$ cat config.mk
export PLATFORM = sky130hd
export DESIGN_NAME = id_ex_stage
export DESIGN_NICKNAME = d
export VERILOG_FILES = /design/src/rtl/id_ex_stage.sv
export SDC_FILE = /design/constraint.sdc
export NUM_CORES = 1
export LEC_CHECK = 0
export ABC_AREA = 1
export CAP_MARGIN = 20
export CELL_PAD_IN_SITES_DETAIL_PLACEMENT = 1
export CELL_PAD_IN_SITES_GLOBAL_PLACEMENT = 1
export CORE_MARGIN = 1
export CORE_UTILIZATION = 28
export CTS_CLUSTER_DIAMETER = 50
export DETAILED_ROUTE_END_ITERATION = 7
export GPL_ROUTABILITY_DRIVEN = 0
export HOLD_SLACK_MARGIN = 0.05
export PLACE_DENSITY = 0.88
export SYNTH_ARGS = -nofsm -noshare
export SYNTH_HDL_FRONTEND = slang
export SYNTH_SLANG_ARGS = --single-unit
$ cat constraint.sdc
create_clock -name clk -period 1.9 [get_ports clk]
set_clock_uncertainty 0.1 [all_clocks]
set_input_delay 0.38 -clock clk [delete_from_list [all_inputs] [get_ports clk]]
set_output_delay 0.38 -clock clk [all_outputs]
set_load 0.005 [all_outputs]
$ cat src/rtl/id_ex_stage.sv
// ID/EX pipeline register with flush, hold and load-use bubble insertion.
// Optional bubble counter is enabled by defining ID_EX_PERF_CNT_EN.
module id_ex_stage #(
  parameter int XLEN = 32
) (
  input  logic            clk,
  input  logic            rst_n,
  input  logic            id_valid,
  input  logic [11:0]     id_ctrl,
  input  logic [XLEN-1:0] id_pc,
  input  logic [XLEN-1:0] id_rs1_data,
  input  logic [XLEN-1:0] id_rs2_data,
  input  logic [XLEN-1:0] id_imm,
  input  logic [14:0]     id_regs,
  input  logic [3:0]      id_funct4,
  input  logic            ex_ready,
  input  logic            flush,
  output logic            ex_valid,
  output logic [11:0]     ex_ctrl,
  output logic [XLEN-1:0] ex_pc,
  output logic [XLEN-1:0] ex_rs1_data,
  output logic [XLEN-1:0] ex_rs2_data,
  output logic [XLEN-1:0] ex_imm,
  output logic [14:0]     ex_regs,
  output logic [3:0]      ex_funct4,
`ifdef ID_EX_PERF_CNT_EN
  output logic [15:0]     bubble_cnt,
`endif
  output logic            stall_id
);

  // Control bundle layout: {alu_src, alu_op[1:0], mem_read, mem_write,
  // reg_write, mem_to_reg, branch, jump, imm_type[2:0]}
  localparam int CTRL_ALU_SRC   = 11;
  localparam int CTRL_MEM_READ  = 8;
  localparam int CTRL_MEM_WRITE = 7;
  localparam logic [2:0] IMM_U  = 3'b011;
  localparam logic [2:0] IMM_J  = 3'b100;

  logic            r_valid;
  logic [11:0]     r_ctrl;
  logic [XLEN-1:0] r_pc;
  logic [XLEN-1:0] r_rs1_data;
  logic [XLEN-1:0] r_rs2_data;
  logic [XLEN-1:0] r_imm;
  logic [14:0]     r_regs;
  logic [3:0]      r_funct4;

  logic [4:0] w_ex_rd;
  logic [4:0] w_id_rs1;
  logic [4:0] w_id_rs2;
  logic       w_uses_rs1;
  logic       w_uses_rs2;
  logic       w_load_use;
  logic       w_hold;
  logic       w_bubble;

  assign w_ex_rd  = r_regs[4:0];
  assign w_id_rs1 = id_regs[14:10];
  assign w_id_rs2 = id_regs[9:5];

  // U- and J-type encodings carry no rs1 operand; rs2 is read only for
  // register-register ALU ops and stores.
  assign w_uses_rs1 = (id_ctrl[2:0] != IMM_U) && (id_ctrl[2:0] != IMM_J);
  assign w_uses_rs2 = !id_ctrl[CTRL_ALU_SRC] || id_ctrl[CTRL_MEM_WRITE];

  assign w_load_use = r_valid && r_ctrl[CTRL_MEM_READ] && (w_ex_rd != 5'd0) &&
                      id_valid &&
                      ((w_uses_rs1 && (w_ex_rd == w_id_rs1)) ||
                       (w_uses_rs2 && (w_ex_rd == w_id_rs2)));

  assign w_hold   = !flush && !ex_ready;
  // A bubble is loaded on flush, or on a load-use hazard when EX is free.
  assign w_bubble = flush || (ex_ready && w_load_use);

  assign stall_id = rst_n && !flush && (!ex_ready || w_load_use);

  always_ff @(posedge clk) begin
    if (!rst_n || w_bubble) begin
      r_valid    <= 1'b0;
      r_ctrl     <= '0;
      r_pc       <= '0;
      r_rs1_data <= '0;
      r_rs2_data <= '0;
      r_imm      <= '0;
      r_regs     <= '0;
      r_funct4   <= '0;
    end else if (!w_hold) begin
      r_valid    <= id_valid;
      r_ctrl     <= id_valid ? id_ctrl : 12'd0;
      r_pc       <= id_pc;
      r_rs1_data <= id_rs1_data;
      r_rs2_data <= id_rs2_data;
      r_imm      <= id_imm;
      r_regs     <= id_regs;
      r_funct4   <= id_funct4;
    end
  end

`ifdef ID_EX_PERF_CNT_EN
  logic [15:0] r_bubble_cnt;

  always_ff @(posedge clk) begin
    if (!rst_n) begin
      r_bubble_cnt <= '0;
    end else if (w_bubble && (r_bubble_cnt != 16'hFFFF)) begin
      r_bubble_cnt <= r_bubble_cnt + 16'd1;
    end
  end

  assign bubble_cnt = r_bubble_cnt;
`endif

  assign ex_valid    = r_valid;
  assign ex_ctrl     = r_ctrl;
  assign ex_pc       = r_pc;
  assign ex_rs1_data = r_rs1_data;
  assign ex_rs2_data = r_rs2_data;
  assign ex_imm      = r_imm;
  assign ex_regs     = r_regs;
  assign ex_funct4   = r_funct4;

endmodule

# Word level (Yosys, flattened, before mapping)
# Cells that the tools add are included.
[totals]
regBits = 160
in_bits = 164
wordCells = 34
[op_classes]
eq_ne = 4
n_mux = 1
n_reduce_logical = 21
[ops]
columns = ["operator", "count"]
rows = [
  ["2-to-1 mux 12 bit", 1],
  ["logical AND 1 bit", 11],
  ["equality test 5 bit", 2],
  ["logical OR 1 bit", 5],
  ["nonzero test 5 bit", 1],
  ["logical NOT 1 bit", 4],
  ["!= test 3 x 2 -> 1 bit, second input constant", 1],
  ["!= test 3 bit, second input constant", 1],
]

# Longest topological paths before layout
# Gate-level depths: netlist of run 1.
[depth]
depth_word = 8
depth_mapped = 12

# Worst setup path before layout of run 1
# No wires, ideal clock.
[synth_timing]
kind = "reg2out"
start = "reg r_regs[1], in the netlist ex_regs[1]"
end = "out stall_id"
arrival_ns = 0.992
setup_slack_ns = 0.428
stages_incl_launch_ff = 9
path_cell_list = "dfxtp_1 inv_1 nand2_1 nand2_1 nor2_1 nand3_1 nand2_1 nand2_1 a21boi_0"
[synth_via]
elab_chain_cells = 6
[synth_lines]
columns = ["item", "line", "rtl"]
rows = [
  ["start, declared", "46", "logic [14:0] r_regs;"],
  ["start signal, assigned", "95", "r_regs <= id_regs;"],
  ["equality test 5 bit (tied with other cells)", "69", "((w_uses_rs1 && (w_ex_rd == w_id_rs1)) ||"],
  ["logical AND 1 bit, on equally long branches", "69, 67, 70", ""],
  ["logical OR 1 bit or logical AND 1 bit (tied branches)", "69, 67", ""],
  ["logical AND 1 bit *", "68", "id_valid &&"],
  ["logical OR 1 bit *", "76", "assign stall_id = rst_n && !flush && (!ex_ready || w_load_use);"],
  ["logical AND 1 bit *", "76", ""],
  ["end, declared", "29", "output logic stall_id"],
]
# Mark *: on every way between the ends. The rest lies on a longest branch, timed or not.

# Final worst setup path of run 1
# Same ends and word-level chain as after synthesis.

==> results of run 1 <==
## power breakdown
part | internal, W | total, W | switching (W) | leakage [nW]
clock | 0.00175 | 0.00331 | 0.00156 | 0.265
combinational | 0.000894 | 0.00140 | 0.000502 | 2.99
sequential | 0.00348 | 0.00356 | 0.0000790 | 1.31
## final cells by class
class,count,area share (%)
multi-input cells,377,22.1
clock buffers,18,3.99
well taps,270,3.07
repair buffers,413,40.0
flip-flops and latches,160,29.3
inverters,16,0.545
clock inverters,14,1.08
## state kept, by name (all words and copies together) (netlist names)
signal and flops:
ex_rs1_data 32, ex_ctrl 12, ex_rs2_data 32, ex_pc 32
ex_valid 1, ex_regs 15, ex_funct4 4, ex_imm 32
## cells by family after synthesis
logic type / count (synthesis) / synth area share [%]
xor+xnor: 2 / 0.300
compound gates: 24 / 2.61
buf+inv: 52 / 4.60
simple gates: 212 / 13.9
mux: 139 / 23.8
flops: 160 / 54.8
## worst min-delay path by stage
stage | slack [ns] | from | endpoint | depth (start not counted)
after global routing | 0.22 | id_ctrl[11] | ex_ctrl[11] | 3
after global placement | 0.38 | ex_regs[7] | ex_regs[7] | 2
final | 0.22 | id_ctrl[11] | ex_ctrl[11] | 3
after CTS | 0.29 | id_ctrl[7] | ex_ctrl[7] | 3
after floorplan | 0.39 | ex_regs[11] | ex_regs[11] | 2
after detailed placement | 0.40 | ex_regs[14] | ex_regs[14] | 2
## routing by layer
metal | global-route usage [%] | wire length (um) | up-vias
met1 | 19.7 | 8860 | 2717
met2 | 35.5 | 11900 | 249
li1 | - | - | 2727
met4 | 6.56 | 476 | 0
met5 | 0 | 0 | -
met3 | 6.31 | 1700 | 32
## repair_timing
action,in CTS,in global routing
pin swaps,9,12
buffers inserted,11,2
resized for setup,31,41
gates cloned,0,14
endpoints found under the setup margin,6,149
## tightest hold or removal path: stages
cell,delay [ns]
dlymetal6s2s_1,0.14
a22oi_1,0.09
nor2_1,0.09
## cells in the final DEF (no fill, tap or decap), drive strengths merged, types with 3 or more instances in the layout
cell type	n
dfxtp	160
inv	24
nand3	3
clkdlybuf4s50	305
clkbuf	31
dlygate4sd2	10
nand2	26
a22oi	12
clkinvlp	4
buf	78
mux2i	139
a21oi	9
dlymetal6s2s	7
nor2	181
## through the flow
stage          util (%)  cell area [um^2]  total power (W)  setup WS (ns)
5_1_grt            54.1             11000          0.00863         -0.322
4_1_cts            51.7             10500          0.00823         -0.277
6_report           54.1             11000          0.00827         -0.249
3_5_place_dp       48.5              9880          0.00490         -0.875
3_3_place_gp       48.5              9880          0.00486         -0.840
2_1_floorplan         -              5840          0.00405          0.428
==> flow_metrics.env, run 1 <==
export IMPL_fin_cells=1268
export IMPL_overflow=0
export IMPL_crit_family="simple AND/OR/NAND/NOR gates"
export IMPL_startpoint="ex_regs[1]"
export IMPL_netlist_cell_type_count=19
export IMPL_multi_input_area_um2=2430
export IMPL_setup_slack_ns=-0.249
export IMPL_synth_async_reset_ratio_pct=0
export IMPL_clk_latency_ns=0.41
export IMPL_drc_errors=0
export IMPL_dpl_cell_count=1209
export IMPL_clock_path_buffers=2
export IMPL_irDropWorstVdd_v=0.000544
export IMPL_p_leak_nw=4.57
export IMPL_hold_class="input pin to flop"
export IMPL_drive_above_1_share_pct=14.6
export IMPL_synth_area_leaders="dfxtp_1, mux2i_1, nor2_1, buf_2, nand2_1"
export IMPL_synth_seq_area_share_pct=54.8
export IMPL_via_per_inst=4.51
export IMPL_seqCellArea_um2=3220
export IMPL_path_buf_inv=2
export IMPL_period_share_pct=113
export IMPL_cts_hold_buf=0
export IMPL_finalHoldViolCount=0
export IMPL_grt_first_pass_wirelength_mm=31.8
export IMPL_grt_setup_unrepaired="yes"
export IMPL_grt_max_degree=23
export IMPL_diodes=0
export IMPL_syn_avg_cell_area_um2=9.92
export IMPL_synth_edf_count=0
export IMPL_globalRouteTotalUtil_pct=19.0
export IMPL_synth_warnings=0
export IMPL_setup_viol=121
export IMPL_placement_io_buffers=324
export IMPL_cts_sinks=160
export IMPL_numCtsBuffers=17
export IMPL_synth_largest_area_cell="dfxtp_1"
export IMPL_ioPinCount=325
export IMPL_violations="setup timing"
export IMPL_timing_slew_headroom_pct=84.9
export IMPL_drv_cap=0
export IMPL_max_stage_delay_ns=0.36
export IMPL_antenna_found_initial=0
export IMPL_synth_most_common_cell="nor2_1"
export IMPL_slowest_stage="dfxtp_4"
export IMPL_ys_ff_latch=160
export IMPL_final_antenna_net_count=0
export IMPL_start_kind="flop"
export IMPL_reg2reg_slack_ns=-0.06
export IMPL_syn_inst=589
export IMPL_syn_nets=753
export IMPL_vias=5725
export IMPL_maxSlewViolCount=0
export IMPL_end_kind="output pin"
export IMPL_row_count=52
export IMPL_synth_flop_cell="dfxtp_1"
export IMPL_core_um2=20400
export IMPL_grt_pass1_vias=6164
export IMPL_reg2regPathDepth=14
export IMPL_path_max_fanout=4
export IMPL_nets=1149
export IMPL_synth_top_cell_area_share_pct=54.8
export IMPL_period_needed_ns=2.15
export IMPL_tritoncts="built"
export IMPL_endpoint="stall_id"
export IMPL_post_drt_wl_per_cell_um=18.1
export IMPL_wl_mm=22.9
export IMPL_path_class="flop to output pin"
export IMPL_area_growth_pct=88.5
export IMPL_cts_htree_levels=4
export IMPL_powerDensity_nw_per_um2=751
export IMPL_syn_area_um2=5840
export IMPL_r2r_start="ex_regs[1]"
export IMPL_dr_pass1_iters=5
export IMPL_hold_slack_ns=0.219
export IMPL_worst_pin_slew_ns=0.220
export IMPL_initial_utilization_pct=28.7
export IMPL_status="finished, violations left"
export IMPL_fill_cells=2223
export IMPL_path_cells="inv_2, nand2_1, nand2_1, nand2_1, nor2_2, nand3_2, nand2_2, nand2_2, a21boi_2, buf_2"
export IMPL_worst_path_stages=10
export IMPL_root_buffer="clkbuf_16"
export IMPL_timing_critical_path_mode_cell="nand2_1"
export IMPL_setup_tns_ns=-3.31
export IMPL_die_w_um=146
export IMPL_synth_top_cells_by_count="nor2_1, dfxtp_1, mux2i_1"
export IMPL_drt_iter0_markers=135
export IMPL_r2r_end="ex_rs1_data[14]"
export IMPL_dieArea_um2=21500
export IMPL_dp_hpwl_mm=15.7
export IMPL_dieHeight_um=146
export IMPL_clkTransAtPathRegs_ns=0.07
export IMPL_worstPathArrival_ns=1.67
export IMPL_cp_data_required_time_ns=1.42
export IMPL_clock_fmax_ghz=0.465
Power figures use the tool's default switching activity.
==> run 2, diff against run 1 <==
--- a/config.mk
+++ b/config.mk
@@ -6,6 +6,7 @@
 export NUM_CORES = 1
 export LEC_CHECK = 0
 export ABC_AREA = 1
+export ABC_CLOCK_PERIOD_IN_PS = 1900
 export CAP_MARGIN = 20
 export CELL_PAD_IN_SITES_DETAIL_PLACEMENT = 1
 export CELL_PAD_IN_SITES_GLOBAL_PLACEMENT = 1
==> results of run 2 <==
Final layout, timing and power as in run 1 (identical DEF).
==> run 3, diff against run 2 <==
--- a/config.mk
+++ b/config.mk
@@ -6,7 +6,7 @@
 export NUM_CORES = 1
 export LEC_CHECK = 0
 export ABC_AREA = 1
-export ABC_CLOCK_PERIOD_IN_PS = 1900
+export ABC_CLOCK_PERIOD_IN_PS = 2470
 export CAP_MARGIN = 20
 export CELL_PAD_IN_SITES_DETAIL_PLACEMENT = 1
 export CELL_PAD_IN_SITES_GLOBAL_PLACEMENT = 1
==> constraint.sdc (replaced) <==
create_clock -name clk -period 2.47 [get_ports clk]
set_clock_uncertainty 0.1 [all_clocks]
set_input_delay 0.494 -clock clk [delete_from_list [all_inputs] [get_ports clk]]
set_output_delay 0.494 -clock clk [all_outputs]
set_load 0.005 [all_outputs]
==> flow_metrics.env, run 3 (synthesis gave the netlist of run 1 again) <==
export IMPL_status="complete, no violations"
export IMPL_powerDensity_nw_per_um2=612
export IMPL_met1_length_mm=7.70
export IMPL_p_leak_nw=4.20
export IMPL_endpoint="stall_id"
export IMPL_cp_data_required_time_ns=1.88
export IMPL_cts_sinks=160
export IMPL_path_class="input pin to output pin"
export IMPL_timing_slew_headroom_pct=80.1
export IMPL_dieHeight_um=146
export IMPL_drt_iter0_markers=103
export IMPL_setup_tns_ns=0
export IMPL_root_buffer="clkbuf_16"
export IMPL_clk_latency_ns=0.42
export IMPL_nets=1104
export IMPL_grt_first_pass_wirelength_mm=31.0
export IMPL_drc_errors=0
export IMPL_overflow=0
export IMPL_final_antenna_net_count=0
export IMPL_period_needed_ns=2.38
export IMPL_setup_viol=0
export IMPL_end_kind="output pin"
export IMPL_startpoint="id_ctrl[11]"
export IMPL_post_cts_buffers=0
export IMPL_start_kind="input pin"
export IMPL_core_um2=20400
export IMPL_path_max_fanout=2
export IMPL_p_total_w=0.00634
export IMPL_grt_max_degree=33
export IMPL_tritoncts="built"
export IMPL_antenna_found_initial=0
export IMPL_worst_pin_slew_ns=0.298
export IMPL_grt_setup_unrepaired="no"
export IMPL_initial_utilization_pct=28.7
export IMPL_clkTransAtPathRegs_ns=0.07
export IMPL_row_count=52
export IMPL_placement_io_buffers=324
export IMPL_irDropWorstVdd_v=0.000407
export IMPL_post_drt_wl_per_cell_um=16.2
export IMPL_r2r_end="ex_rs1_data[7]"
export IMPL_area_growth_pct=77.1
export IMPL_drv_cap=0
export IMPL_finalHoldViolCount=0
export IMPL_globalRouteTotalUtil_pct=18.5
export IMPL_clock_path_buffers=2
export IMPL_dieArea_um2=21500
export IMPL_numCtsBuffers=17
export IMPL_vias=5464
export IMPL_worstPathArrival_ns=1.78
export IMPL_wl_mm=19.8
export IMPL_dp_hpwl_mm=15.7
export IMPL_reg2regPathDepth=11
export IMPL_hold_slack_ns=0.289
export IMPL_hold_class="input pin to flop"
export IMPL_reg2reg_slack_ns=0.61
export IMPL_r2r_start="ex_regs[1]"
export IMPL_dr_pass1_iters=4
export IMPL_final_cell_mix="clkdlybuf4s50_1, nor2_1, dfxtp_1, mux2i_1, buf_4"
export IMPL_period_share_pct=96.2
export IMPL_die_w_um=146
export IMPL_grt_pass1_vias=5841
export IMPL_final_common_cell="clkdlybuf4s50_1"
export IMPL_dr_wl_met3_mm=1.62
export IMPL_dr_max_layer_used="met4"
export IMPL_ioPinCount=325
export IMPL_drive_above_1_share_pct=9.13
export IMPL_cts_htree_levels=4
export IMPL_wl_met2_mm=10.2
export IMPL_maxSlewViolCount=0
export IMPL_diodes=0
export IMPL_clock_fmax_ghz=0.421
export IMPL_via_per_inst=4.47
## run 3: changes by cell type in the layout (fill, tap and decap cells not counted), moves of 3 or more
cell	delta
buf_4	-18
buf_6	-3
buf_8	-10
clkbuf_16	-12
clkdlybuf4s50_1	+9
dfxtp_1	+5
dfxtp_4	-5
dlygate4sd2_1	-10
nor2_1	+4
nor2_2	-4
## run 3: routing by layer
layer  track usage [%]  up-vias
met5                 0        -
met4              5.68        0
met3              6.78       20
met2              33.8      228
met1              19.8     2583
li1                  -     2633
## run 3: how the worst min path moves through the flow
stage                startpoint          end  slack, ns  depth (start not counted)
finish               id_ctrl[7]   ex_ctrl[7]       0.29                          3
global route         id_ctrl[7]   ex_ctrl[7]       0.29                          3
CTS                 ex_regs[11]  ex_regs[11]       0.41                          2
detailed placement  ex_regs[11]  ex_regs[11]       0.40                          2
global placement    ex_regs[11]  ex_regs[11]       0.38                          2
floorplan           ex_regs[11]  ex_regs[11]       0.39                          2
## run 3: repair_timing
| item | 4_1_cts | 5_1_grt |
|---|---|---|
| gates resized for setup | 8 | 12 |
| endpoints found under the setup margin | 1 | 1 |
| hold endpoints to repair | 0 | 0 |
| pin swaps | 0 | 7 |
| hold buffers | 0 | 0 |
## run 3: power by group
part	internal, W	total (W)	leakage (nW)	switching, W
registers	0.00268	0.00274	1.31	0.0000603
clock network	0.00148	0.00265	0.287	0.00117
logic	0.000601	0.000938	2.61	0.000338
total	0.00477	0.00634	4.20	0.00157
## run 3: area by class of cell
class / count / area, um^2
clock buffers: 19 / 453
clock inverters: 13 / 140
fillers: 2236 / 10000
inverters: 16 / 60.1
multi-input cells: 377 / 2390
flip-flops and latches: 160 / 3200
well taps: 270 / 338
repair buffers: 368 / 3770
## run 3: stage by stage
| stage | util [%] | worst slack [ns] | instance area (um^2) | std cells |
|---|---|---|---|---|
| after global placement | 47.8 | -0.516 | 9730 | 1191 |
| after detailed placement | 47.8 | -0.509 | 9730 | 1191 |
| final | 50.8 | 0.0931 | 10300 | 1223 |
| after floorplan | - | 0.778 | 5840 | 589 |
| after global routing | 50.8 | 0.00621 | 10300 | 1223 |
| after CTS | 50.7 | 0.0280 | 10300 | 1223 |
## run 3: worst max-delay path: stages
cell and delay [ns]:
clkdlybuf4s50_1 0.45, nand2_2 0.12, o21ai_1 0.07, nor2_1 0.10, nand3_1 0.11, nand2_2 0.10
nand2_1 0.07, a21boi_2 0.14, buf_2 0.13
